==> src/rtl/rs_syn_frame_ctrl.sv <==
`default_nettype none
// ============================================================================
// Module   : rs_syn_frame_ctrl
// Function : Frames the symbol stream for the RS syndrome datapath and buffers
//            its syndrome results in a 2-entry FIFO for the key-equation solver.
// Revision : 1.0  initial release
// ============================================================================
module rs_syn_frame_ctrl #(
    parameter int SYM_BW = 8,
    parameter int N_NUM  = 255,
    parameter int R_NUM  = 16,
    parameter int CNT_BW = 8
) (
    input  logic                    clk,
    input  logic                    rst_n,
    input  logic                    s_val,
    input  logic                    s_sop,
    input  logic [SYM_BW-1:0]       s_data,
    output logic                    s_ready,
    output logic                    syn_din_val,
    output logic                    syn_din_sop,
    output logic                    syn_din_eop,
    output logic [SYM_BW-1:0]       syn_din,
    input  logic                    syn_val,
    input  logic [SYM_BW*R_NUM-1:0] syn_bus,
    output logic                    o_val,
    input  logic                    o_ready,
    output logic [SYM_BW*R_NUM-1:0] o_synd,
    output logic                    o_err_free,
    output logic                    err_abort,
    output logic                    err_nosop
);

    localparam int SYN_W = SYM_BW * R_NUM;

    typedef enum logic [0:0] {
        ST_IDLE = 1'b0,
        ST_RUN  = 1'b1
    } state_t;

    state_t             r_state;
    logic [CNT_BW-1:0]  r_sym_cnt;
    logic               r_pending;
    logic               r_err_abort;
    logic               r_err_nosop;
    logic [1:0]         r_fifo_cnt;
    logic [SYN_W-1:0]   r_head_synd;
    logic [SYN_W-1:0]   r_tail_synd;
    logic               r_head_ef;
    logic               r_tail_ef;

    logic               w_run;
    logic               w_acc;
    logic               w_pop;
    logic               w_push;
    logic               w_last;
    logic               w_in_ef;
    logic [2:0]         w_occ;

    assign w_run   = (r_state == ST_RUN);
    assign w_pop   = o_val & o_ready;
    assign w_push  = syn_val & r_pending;
    assign w_last  = (r_sym_cnt == CNT_BW'(N_NUM - 1));
    assign w_in_ef = (syn_bus == '0);

    // Occupancy counts buffered, in-flight and in-progress results so a new
    // frame only starts when its syndrome is guaranteed a FIFO slot.
    assign w_occ   = {1'b0, r_fifo_cnt} + {2'b00, r_pending} + {2'b00, w_run};
    assign s_ready = w_run | (w_occ < 3'd2) | w_pop;
    assign w_acc   = s_val & s_ready;

    assign syn_din     = s_data;
    assign syn_din_val = w_acc & (w_run | s_sop);
    assign syn_din_sop = w_acc & s_sop;
    assign syn_din_eop = w_acc & w_run & ~s_sop & w_last;

    assign o_val      = (r_fifo_cnt != 2'd0);
    assign o_synd     = r_head_synd;
    assign o_err_free = r_head_ef;
    assign err_abort  = r_err_abort;
    assign err_nosop  = r_err_nosop;

    always_ff @(posedge clk or negedge rst_n) begin
        if (!rst_n) begin
            r_state     <= ST_IDLE;
            r_sym_cnt   <= '0;
            r_pending   <= 1'b0;
            r_err_abort <= 1'b0;
            r_err_nosop <= 1'b0;
        end else begin
            r_err_abort <= 1'b0;
            r_err_nosop <= 1'b0;
            if (syn_din_eop)
                r_pending <= 1'b1;
            else if (w_push)
                r_pending <= 1'b0;
            case (r_state)
                ST_IDLE: begin
                    if (w_acc) begin
                        if (s_sop) begin
                            r_state   <= ST_RUN;
                            r_sym_cnt <= CNT_BW'(1);
                        end else begin
                            r_err_nosop <= 1'b1;
                        end
                    end
                end
                ST_RUN: begin
                    // The datapath clears on any idle cycle, so a gap kills the frame.
                    if (!s_val) begin
                        r_err_abort <= 1'b1;
                        r_state     <= ST_IDLE;
                        r_sym_cnt   <= '0;
                    end else if (s_sop) begin
                        r_err_abort <= 1'b1;
                        r_sym_cnt   <= CNT_BW'(1);
                    end else if (w_last) begin
                        r_state   <= ST_IDLE;
                        r_sym_cnt <= '0;
                    end else begin
                        r_sym_cnt <= r_sym_cnt + CNT_BW'(1);
                    end
                end
                default: r_state <= ST_IDLE;
            endcase
        end
    end

    always_ff @(posedge clk or negedge rst_n) begin
        if (!rst_n) begin
            r_fifo_cnt  <= 2'd0;
            r_head_synd <= '0;
            r_tail_synd <= '0;
            r_head_ef   <= 1'b0;
            r_tail_ef   <= 1'b0;
        end else begin
            case (r_fifo_cnt)
                2'd0: begin
                    if (w_push) begin
                        r_head_synd <= syn_bus;
                        r_head_ef   <= w_in_ef;
                        r_fifo_cnt  <= 2'd1;
                    end
                end
                2'd1: begin
                    if (w_push && w_pop) begin
                        r_head_synd <= syn_bus;
                        r_head_ef   <= w_in_ef;
                    end else if (w_push) begin
                        r_tail_synd <= syn_bus;
                        r_tail_ef   <= w_in_ef;
                        r_fifo_cnt  <= 2'd2;
                    end else if (w_pop) begin
                        r_fifo_cnt <= 2'd0;
                    end
                end
                2'd2: begin
                    if (w_pop) begin
                        r_head_synd <= r_tail_synd;
                        r_head_ef   <= r_tail_ef;
                        if (w_push) begin
                            r_tail_synd <= syn_bus;
                            r_tail_ef   <= w_in_ef;
                        end else begin
                            r_fifo_cnt <= 2'd1;
                        end
                    end
                end
                default: r_fifo_cnt <= 2'd0;
            endcase
        end
    end

`ifndef SYNTHESIS
    always_ff @(posedge clk) begin
        if (rst_n) begin
            assert (!(w_push && (r_fifo_cnt == 2'd2) && !w_pop));
            assert (!(syn_val && !r_pending));
        end
    end
`endif

endmodule
`default_nettype wire

==> config.mk <==
export PLATFORM = sky130hd
export DESIGN_NAME = rs_syn_frame_ctrl
export DESIGN_NICKNAME = d
export VERILOG_FILES = /design/src/rtl/rs_syn_frame_ctrl.sv
export SDC_FILE = /design/constraint.sdc
export NUM_CORES = 1
export LEC_CHECK = 0
export ABC_AREA = 1
export BUFFER_PORTS_ARGS = -buffer_cell sky130_fd_sc_hd__buf_2
export CORE_MARGIN = 1.5
export CORE_UTILIZATION = 50
export CTS_CLUSTER_SIZE = 8
export DETAILED_ROUTE_END_ITERATION = 16
export GPL_ROUTABILITY_DRIVEN = 0
export GPL_TIMING_DRIVEN = 0
export PLACE_DENSITY = 0.76
export RECOVER_POWER = 100
export SLEW_MARGIN = 30
export SYNTH_ARGS = -nofsm -noshare
export SYNTH_HDL_FRONTEND = slang
export SYNTH_SLANG_ARGS = --single-unit
==> constraint.sdc <==
create_clock -name clk -period 1.7 [get_ports clk]
set_input_delay 0.085 -clock clk [delete_from_list [all_inputs] [get_ports clk]]
set_output_delay 0.085 -clock clk [all_outputs]
set_load 0.01 [all_outputs]
==> results.tsv, run 1 <==
metric	value	unit
Max Cap Violations	0	
slowest cell on the critical path	dfrtp_1	
Die Width	158.1	um
synth top area cells	dfrtp_1 (57%), nand2_1 (21%), nor2_1 (6.7%)	
Critical Path AT	1.74	ns
worst setup margin	-0.1235	ns
CTS clk-pin slew, worst paths	0.05	ns
Avg Synthesized Cell Area	8.115	um^2
sequential area share after synthesis	56.60	%
Buf+Inv Stages, Crit Path	2	
Most common cell on crit path	nand2_1	
initial antenna violation count	1	
most common cell after layout, fill and taps aside	nand2_1	
vias in the first global route	11570	
core area	23540	um^2
critical-path cell list	inv_2 -> nand2_1 -> nand2_1 -> nand3_4 -> nand2_4 -> nor2_1 -> buf_2	
Final nets	2093	
total power	16480	uW
Final Hold Viols	0	
Root Buffer	clkbuf_16	
largest net degree at the start of global routing	86	
leading cell types in the layout, fill and taps excluded	nand2_1 (650), dfrtp_1 (270), nor2_1 (214), buf_2 (160), dlygate4sd3_1 (133)	
worst setup path category	flip-flop to output pin	
IO Port Bufs	277	
crit-path leading delay family	simple AND/OR/NAND/NOR gates	
Die Y	158.1	um
worst reg-to-reg setup slack	-0.08	ns
Yosys top cell area share	56.60	%
setup tns final	-0.6294	ns
Hold Path Class	primary input to asynchronous set/reset pin	
share of cells above drive strength 1	16.84	%
Power Dens Cells	1001	nW/um^2
worst ir drop on vdd	640.3	uV
CP Capture Type	output pin	
DR vias	11860	
later-pin clock latency in the skew report	0.51	ns
Placed Cells	2081	
H-tree depth	2	
Routed WL per cell	16.28	um
crit start category	flip-flop	
Final Max Tran Viols	0	
clock skew	0.01695	ns
Post-Syn Instances	1482	
Syn Std Cell Area	12030	um^2
period utilization	107.3	%
Synthesis Warnings	0	
CTS tree	built	
Max Fclk	548.4	MHz
LEAKAGE	0.008190	uW
reg-to-reg endpoint	r_sym_cnt[5]	
vias per cell	5.230	
Synth cell types	26	
R2R cell count	10	
fin cells	2268	
Tmin final	1.823	ns
CTS buffer count	39	
measured slew at the worst slew-check pin	0.9541	ns
Critical Path RT	1.62	ns
failing checks	negative setup slack	
Syn Nets	1627	
status	complete, but fails checks	
Synth-to-Final Area Change	36.94	%
total I/O pin count	286	
slowest stage delay, CP	0.42	ns
Routed WL	36920	um
Synth Register Bits	272	
row cnt	56	
dpl ws	-0.1189	ns
Rel. slew slack	36.39	%
Total GRT Usage	29.39	%
DRC viols	0	
unrepaired setup endpoints after global routing	yes	
drt pass-1 iters	5	
RR Startpoint	r_state	
die area	24990	um^2
post-route ant nets	0	
GR Overflow Total	0	
fillers	1875	
Initial Util	51.08	%
Clock Path Buffers	3	
Hold WS	0.06449	ns
Setup violations, final	19	
first-pass GRT wire length	57440	um
crit path max fanout	7	
Starting DRT DRC Count	825	
cell accounting for the most synthesized area	dfrtp_1	
placed wire-length estimate	23630	um
clk sinks	272	
[synthesized netlist by cell type, drive strengths merged]
cell type	number
a21boi	1
a21oi	12
a31oi	128
buf	64
clkbuf	27
dfrtp	272
ha	3
inv	38
nand2	660
nand3	21
nor2	217
nor3	5
o21ai	31
or2	1
xor2	2
[cell type report]
type / instances / area [um^2] / area share, %
Timing Repair Buffer: 428 / 2756 / 16.74
Sequential cell: 272 / 6809 / 41.34
Multi-Input combinational cell: 1081 / 4624 / 28.08
Buffer: 88 / 695.7 / 4.224
Inverter: 38 / 156.4 / 0.9496
Clock buffer: 41 / 1026 / 6.230
Antenna cell: 1 / 2.502 / 0.01519
Tap cell: 319 / 399.1 / 2.423
[worst register-to-register path: cells and delay by family, from the launching register on]
kind,cells,cell delay [ns]
adder cells (fa/ha/maj),1,0.26
buffers and inverters,2,0.24
AND/OR/NAND/NOR,5,0.31
AO/OA/AOI/OAI,2,0.42
flip-flops,1,0.44
[flip-flops by register name (all words and copies together) (netlist names)]
name,count
r_fifo_cnt,2
r_tail_ef,1
err_abort,1
r_pending,1
o_synd,128
err_nosop,1
r_state,1
r_sym_cnt,8
r_tail_synd,128
o_err_free,1
[metal layers]
layer / global-route usage (%) / wire [um] / vias to the layer above
met4: 12.37 / 1281 / 0
li1: - / - / 5637
met3: 5.146 / 2570 / 94
met1: 37.90 / 15240 / 5654
met5: 0 / 0 / -
met2: 48.93 / 17830 / 477
[power breakdown]
group / switching (uW) / internal, uW / leakage, uW / total [uW]
Combinational: 1280 / 1010 / 0.00427 / 2300
Clock: 2600 / 4190 / 0.000505 / 6790
Sequential: 358 / 7030 / 0.00342 / 7390
[cells by family (layout without fill, tap and decap cells)]
logic type,after synthesis,after routing,synth area share [%]
flip-flops,272,272,56.60
AO/OA/AOI/OAI,172,172,8.666
adder cells (fa/ha/maj),3,3,0.3121
XOR/XNOR,2,2,0.1457
other,0,1,0
buffers and inverters,129,595,5.566
AND/OR/NAND/NOR,904,904,28.71
[stage by stage]
| step | cell area [um^2] | utilization (%) |
|---|---|---|
| detailed placement | 13900 | 59.06 |
| CTS | 16490 | 70.05 |
| global route | 16470 | 69.96 |
| global placement | 13810 | 58.67 |
| floorplan | 12030 | - |
| finish | 16470 | 69.96 |
[worst max path at each step]
stage	startpoint	to	slack [ns]	cells after the start
2_1_floorplan	r_state	r_sym_cnt[5]	0.13	9
3_3_place_gp	rst_n	r_tail_synd[32]	-4.46	1
3_5_place_dp	r_fifo_cnt[1]	o_synd[81]	-0.12	7
4_1_cts	r_fifo_cnt[0]	syn_din_sop	-0.11	7
5_1_grt	r_fifo_cnt[1]	syn_din_sop	-0.17	7
6_report	r_fifo_cnt[1]	syn_din_sop	-0.12	7
[what timing repair did]
action | in CTS | in global routing
buffers inserted | 9 | 6
endpoints found under the setup margin | 221 | 237
endpoints found under the hold margin | 453 | 0
hold buffers | 133 | 0
pin swaps | 6 | 3
gates resized for setup | 70 | 39
Power figures use the tool's default switching activity.
==> inputs of run 2 (changes only) <==
--- a/config.mk
+++ b/config.mk
@@ -5,7 +5,6 @@
 export SDC_FILE = /design/constraint.sdc
 export NUM_CORES = 1
 export LEC_CHECK = 0
-export ABC_AREA = 1
 export BUFFER_PORTS_ARGS = -buffer_cell sky130_fd_sc_hd__buf_2
 export CORE_MARGIN = 1.5
 export CORE_UTILIZATION = 50
==> run 2 against run 1 <==
  * The flow finishes with violations (max-capacitance violations, max-slew violations, negative setup slack)
  * Worst setup slack got worse by 1.1 ns
  * Sequential cell count unchanged
  * Cell count decreased by 14%
  * Core utilization increased by 15 points
  * Maximum frequency decreased by 37%
  * Cell area increased by 22%
  * Power increased by 2.1%
  * Clock skew increased by 0.0065 ns
  * Die area decreased by 0.20%
  * Combinational power increased by 10%
  * Critical endpoint is now o_err_free
==> results.tsv, run 2 <==
metric	value	unit
status	complete, but fails checks	
failing checks	max-capacitance violations, max-slew violations, negative setup slack	
period utilization	170.9	%
Syn Nets	1256	
sequential area share after synthesis	56.71	%
most common cell after layout, fill and taps aside	dfrtp_1	
clk sinks	272	
CTS clk-pin slew, worst paths	0.06	ns
CP Capture Type	flip-flop	
crit start category	primary input	
IO Port Bufs	277	
unrepaired setup endpoints after global routing	yes	
post-route ant nets	0	
share of cells above drive strength 1	49.11	%
total I/O pin count	286	
Routed WL per cell	28.96	um
Avg Synthesized Cell Area	10.80	um^2
vias per cell	6.337	
measured slew at the worst slew-check pin	1.618	ns
Max Cap Violations	1	
fin cells	1950	
Clock Path Buffers	3	
cell accounting for the most synthesized area	dfrtp_1	
Power Dens Cells	840.6	nW/um^2
Initial Util	50.98	%
Synth Register Bits	272	
number of synthesized flops with an enable pin	0	
Critical Path AT	3.34	ns
Critical Path RT	2.14	ns
initial antenna violation count	7	
most numerous cell in the Yosys netlist	dfrtp_1	
largest net degree at the start of global routing	89	
Post-Syn Instances	1111	
synth top area cells	dfrtp_1 (57%), mux2_4 (11%), nand2_1 (8.3%)	
worst setup margin	-1.206	ns
dpl ws	-0.6581	ns
crit path max fanout	2	
CTS buffer count	39	
Setup violations, final	269	
Layout Utilization	85.04	%
Synth cell types	39	
Buf+Inv Stages, Crit Path	1	
core area	23540	um^2
Max Fclk	344.1	MHz
Die Y	157.9	um
critical-path cell list	buf_2 -> nor4_1 -> nand4_1 -> nor4_2 -> a31oi_1 -> a21oi_2	
Hold Path Class	primary input to asynchronous set/reset pin	
slowest stage delay, CP	1.32	ns
Die Width	157.9	um
Root Buffer	clkbuf_16	
crit-path leading delay family	simple AND/OR/NAND/NOR gates	
Yosys top cell area share	56.71	%
Rel. slew slack	-8.890	%
Hold WS	0.02094	ns
placed wire-length estimate	22830	um
Synth-to-Final Area Change	66.81	%
vias in the first global route	12010	
Final Max Tran Viols	2	
first-pass GRT wire length	70120	um
Primary FF master, synth	dfrtp_1	
slowest cell on the critical path	nor4_1	
row cnt	56	
Placed Cells	1710	
Tmin final	2.906	ns
Syn Std Cell Area	12000	um^2
Final nets	1772	
post-route cell area	20020	um^2
DRC viols	0	
leading cell types in the layout, fill and taps excluded	dfrtp_1 (270), buf_2 (269), nand2_1 (260), dlygate4sd3_1 (132), nor2_4 (103)	
DR vias	12360	
LEAKAGE	0.009630	uW
Synthesis Warnings	0	
H-tree depth	2	
most instantiated cells after synthesis	dfrtp_1 (272), nand2_1 (264), nor2_1 (138)	
CTS tree	built	
Final Hold Viols	0	
GR Overflow Total	0	
worst setup path category	primary input to flip-flop	
Starting DRT DRC Count	1233	
Total GRT Usage	37.44	%
Post-DP Area	13900	um^2
Routed WL	56460	um
later-pin clock latency in the skew report	0.52	ns
RR Startpoint	r_fifo_cnt[0]	
crit path from	syn_bus[96]	
clock skew	0.02346	ns
die area	24940	um^2
asr flop ratio synth	100.0	%
drt pass-1 iters	7	
worst ir drop on vdd	687.9	uV
-- run 2: cell count changes after synthesis, sizes merged, moves of 14 or more --
cell   change
mux2     +128
nor2      -79
buf       -14
nand3     -19
nor4      +34
o21ai     -24
inv       -35
nand2    -396
-- run 2: layout make-up --
cell class                 instances  area, um^2
tap                              319       399.1
antenna                            4       10.01
sequential                       272        6809
buffer                            78       985.9
clock buffer                      41        1026
timing repair buffer             477        4100
multi-input combinational        756        6680
inverter                           3       11.26
fill                            1008        3521
-- run 2: final timing paths --
check	slack, ns	depth (start not counted)	to
max in group asynchronous	0.04	4	o_synd[13]
worst max register to register	-0.47	7	o_synd[101]
worst min register to register	0.50	1	r_tail_synd[17]
min in group clk	0.03	3	err_nosop
worst max-delay path	-1.21	6	o_err_free
worst min-delay path	0.02	2	o_synd[80]
-- run 2: cell families (layout without fill, tap and decap cells) --
logic type	after synthesis	count (layout)	share of synthesized area (%)
xor+xnor	4	4	0.2918
compound gates	157	158	8.204
other cells	0	4	0
simple gates	463	463	15.78
fa+ha+maj	3	3	0.3128
mux	128	128	14.79
buf+inv	84	599	3.909
flops	272	272	56.71
-- run 2: metrics by stage --
step	TNS [ns]	total power, uW
finish	-57.64	16830
global route	-81.96	17250
CTS	-48.19	16010
detailed placement	-105.52	8682
global placement	-1293.02	8608
floorplan	-0.1014	7753
-- run 2: worst register-to-register path, cell delays in order (launching register included) --
cell     delay [ns]
dfrtp_2        0.45
buf_6          0.14
and2b_2        0.24
buf_4          0.13
buf_4          0.21
buf_2          0.31
nand2_1        0.32
a31oi_1        0.30
-- run 2: power by group --
part,switching (uW),internal (uW)
combinational,1370,1170
sequential,420,6840
clock,2830,4200
total,4620,12200
-- run 2: repair_timing --
action	in CTS	in global routing
resized for setup	351	236
gates cloned	37	8
pin swaps	27	29
setup endpoints to repair	269	270
hold buffers	132	0
hold endpoints to repair	463	0
buffers inserted	23	9
-- run 2: per-layer routing --
layer | up-vias | global-route usage, % | part of all wire, %
li1 | 4911 | - | -
met1 | 6072 | 44.74 | 34
met2 | 1012 | 61.09 | 46
met3 | 346 | 11.83 | 12
met4 | 16 | 18.78 | 7.1
met5 | - | 0 | 0.67
==> inputs of run 3 (changes only) <==
--- a/config.mk
+++ b/config.mk
@@ -6,13 +6,14 @@
 export NUM_CORES = 1
 export LEC_CHECK = 0
 export BUFFER_PORTS_ARGS = -buffer_cell sky130_fd_sc_hd__buf_2
-export CORE_MARGIN = 1.5
-export CORE_UTILIZATION = 50
+export CORE_MARGIN = 10
+export CORE_UTILIZATION = 54
+export CTS_BUF_LIST = sky130_fd_sc_hd__clkbuf_16
 export CTS_CLUSTER_SIZE = 8
 export DETAILED_ROUTE_END_ITERATION = 16
 export GPL_ROUTABILITY_DRIVEN = 0
 export GPL_TIMING_DRIVEN = 0
-export PLACE_DENSITY = 0.76
+export PLACE_DENSITY = 0.81
 export RECOVER_POWER = 100
 export SLEW_MARGIN = 30
 export SYNTH_ARGS = -nofsm -noshare
==> run 3 against run 2 <==
  * Power down 2.4%
  * Core utilization up 2.4 points
  * Sequential cell count unchanged
  * First-iteration DRC count up 21%
  * Combinational power down 13%
  * Sequential power about the same
  * Non-clock buffer count up 14
  * Routed wire length down 3.3%
  * Clock skew down 0.0081 ns
  * Critical endpoint is now o_synd[67]
  * The flow finishes with violations (negative setup slack)
==> results.tsv, run 3 (synthesized netlist as in run 2, its figures left out) <==
metric	value	unit
reg-to-reg endpoint	o_synd[67]	
clock skew	0.01537	ns
row cnt	54	
Root Buffer	clkbuf_16	
total I/O pin count	286	
Starting DRT DRC Count	1489	
sequential power share	44.0	%
Tmin final	2.140	ns
Final Hold Viols	0	
measured slew at the worst slew-check pin	1.221	ns
worst hold path depth	3	
die area	28590	um^2
worst ir drop on vdd	629.6	uV
dpl ws	-0.6401	ns
Die Y	169.1	um
worst reg-to-reg setup slack	-0.44	ns
crit path max fanout	5	
Initial Util	55.00	%
most common cell after layout, fill and taps aside	dfrtp_1	
first-pass GRT wire length	78560	um
GR Overflow Total	0	
clock group share of total power	42.6	%
Die Width	169.1	um
CTS clk-pin slew, worst paths	0.05	ns
placed wire-length estimate	25240	um
H-tree depth	2	
initial antenna violation count	6	
CTS tree	built	
Setup violations, final	339	
Clock Path Buffers	3	
Rel. slew slack	18.62	%
R2R cell count	9	
Worst Hold Path EP	r_fifo_cnt[1]	
vias per cell	6.438	
clk sinks	272	
crit start category	flip-flop	
total power	16430	uW
Routed WL	54590	um
unrepaired setup endpoints after global routing	yes	
RR Startpoint	r_fifo_cnt[0]	
leading cell types in the layout, fill and taps excluded	dfrtp_1 (271), nand2_1 (263), buf_2 (191), dlygate4sd3_1 (133), a31oi_1 (98)	
Total GRT Usage	34.75	%
status	complete, but fails checks	
core area	21820	um^2
Power Dens Cells	860.5	nW/um^2
share of cells above drive strength 1	39.76	%
internal power	12010	uW
LEAKAGE	0.009409	uW
fillers	910	
CP Capture Type	flip-flop	
Hold Path Class	primary input to flip-flop	
Critical Path AT	2.53	ns
DRC viols	0	
switching power	4416	uW
largest net degree at the start of global routing	85	
Max Fclk	467.3	MHz
switch share	26.88	%
drt pass-1 iters	6	
worst setup margin	-0.4400	ns
period utilization	125.9	%
IO Port Bufs	277	
Max Cap Violations	0	
Final nets	1785	
DR vias	12410	
failing checks	negative setup slack	
vias in the first global route	13030	
post-route ant nets	0	
Critical Path RT	2.09	ns
worst hold path startpoint	o_ready	
CTS buffer count	39	
later-pin clock latency in the skew report	0.51	ns
Final Max Tran Viols	0	
Routed WL per cell	28.31	um
Comb power frac	13.4	%
worst setup path category	flip-flop to flip-flop	
Synth-to-Final Area Change	59.04	%
run 3: cell types whose count changed in the layout (fill, tap and decap cells not counted), sizes merged:
| cell | delta |
|---|---|
| clkbuf | +73 |
| buf | -72 |
| bufbuf | +12 |
| diode | +4 |
| a22o | -1 |
| dlygate4sd3 | +1 |
run 3: timing repair:
action | in CTS | in global routing
hold endpoints to repair | 466 | 0
hold buffers | 133 | 0
pin swaps | 25 | 8
buffers inserted | 35 | 4
cloned | 39 | 0
resized for setup | 351 | 65
endpoints found under the setup margin | 269 | 271
run 3: layout make-up:
cell class / instances / area (um^2) / area share [%]
Antenna cell: 8 / 20.02 / 0.1049
Buffer: 79 / 942.2 / 4.935
Clock buffer: 41 / 1026 / 5.375
Inverter: 3 / 11.26 / 0.05899
Multi-Input combinational cell: 755 / 5678 / 29.74
Sequential cell: 272 / 6808 / 35.66
Tap cell: 280 / 350.3 / 1.835
Timing Repair Buffer: 490 / 4254 / 22.28
run 3: metal layers:
metal | part of all wire, % | track usage [%] | vias to the layer above
met4 | 7.2 | 18.87 | 0
met3 | 10 | 8.824 | 340
met2 | 48 | 57.67 | 1091
met1 | 34 | 40.58 | 6058
met5 | 0 | 0 | -
li1 | - | - | 4923
run 3: worst max path at each step:
| stage | start | to | slack (ns) | cells after the start |
|---|---|---|---|---|
| 6_report | r_fifo_cnt[0] | o_synd[67] | -0.44 | 9 |
| 5_1_grt | r_fifo_cnt[0] | o_synd[67] | -0.45 | 9 |
| 4_1_cts | r_state | syn_din_sop | -0.34 | 6 |
| 3_5_place_dp | r_fifo_cnt[0] | o_synd[61] | -0.64 | 6 |
| 3_3_place_gp | rst_n | o_synd[15] | -4.38 | 1 |
| 2_1_floorplan | r_fifo_cnt[0] | r_sym_cnt[5] | -0.06 | 6 |
run 3: stage by stage:
stage | cell area [um^2] | hold WS, ns | utilization [%] | setup TNS (ns) | instances
final | 19090 | 0.03264 | 87.47 | -81.48 | 1928
after global routing | 19080 | 0.07167 | 87.43 | -106.13 | 1924
after CTS | 18940 | 0.009719 | 86.79 | -59.59 | 1917
after detailed placement | 13850 | -0.0006485 | 63.46 | -104.46 | 1671
after global placement | 13760 | 0.3325 | 63.04 | -1286.21 | 1668
after floorplan | 12020 | -0.2106 | - | -0.1014 | 1111
run 3: power groups by stage:
stage	clock network [uW]	logic, uW	registers [uW]
floorplan	0	451	7300
global placement	0	1490	7150
detailed placement	0	1560	7160
CTS	6850	2010	7160
global route	7240	2330	7240
finish	7000	2210	7230
run 3: worst max-delay path, cell delays in order, from the launching register on:
cell	delay [ns]
dfrtp_1	0.39
buf_4	0.15
and2b_2	0.25
buf_6	0.13
a22o_4	0.29
buf_6	0.14
clkbuf_16	0.18
buf_12	0.14
buf_16	0.13
a31oi_2	0.23
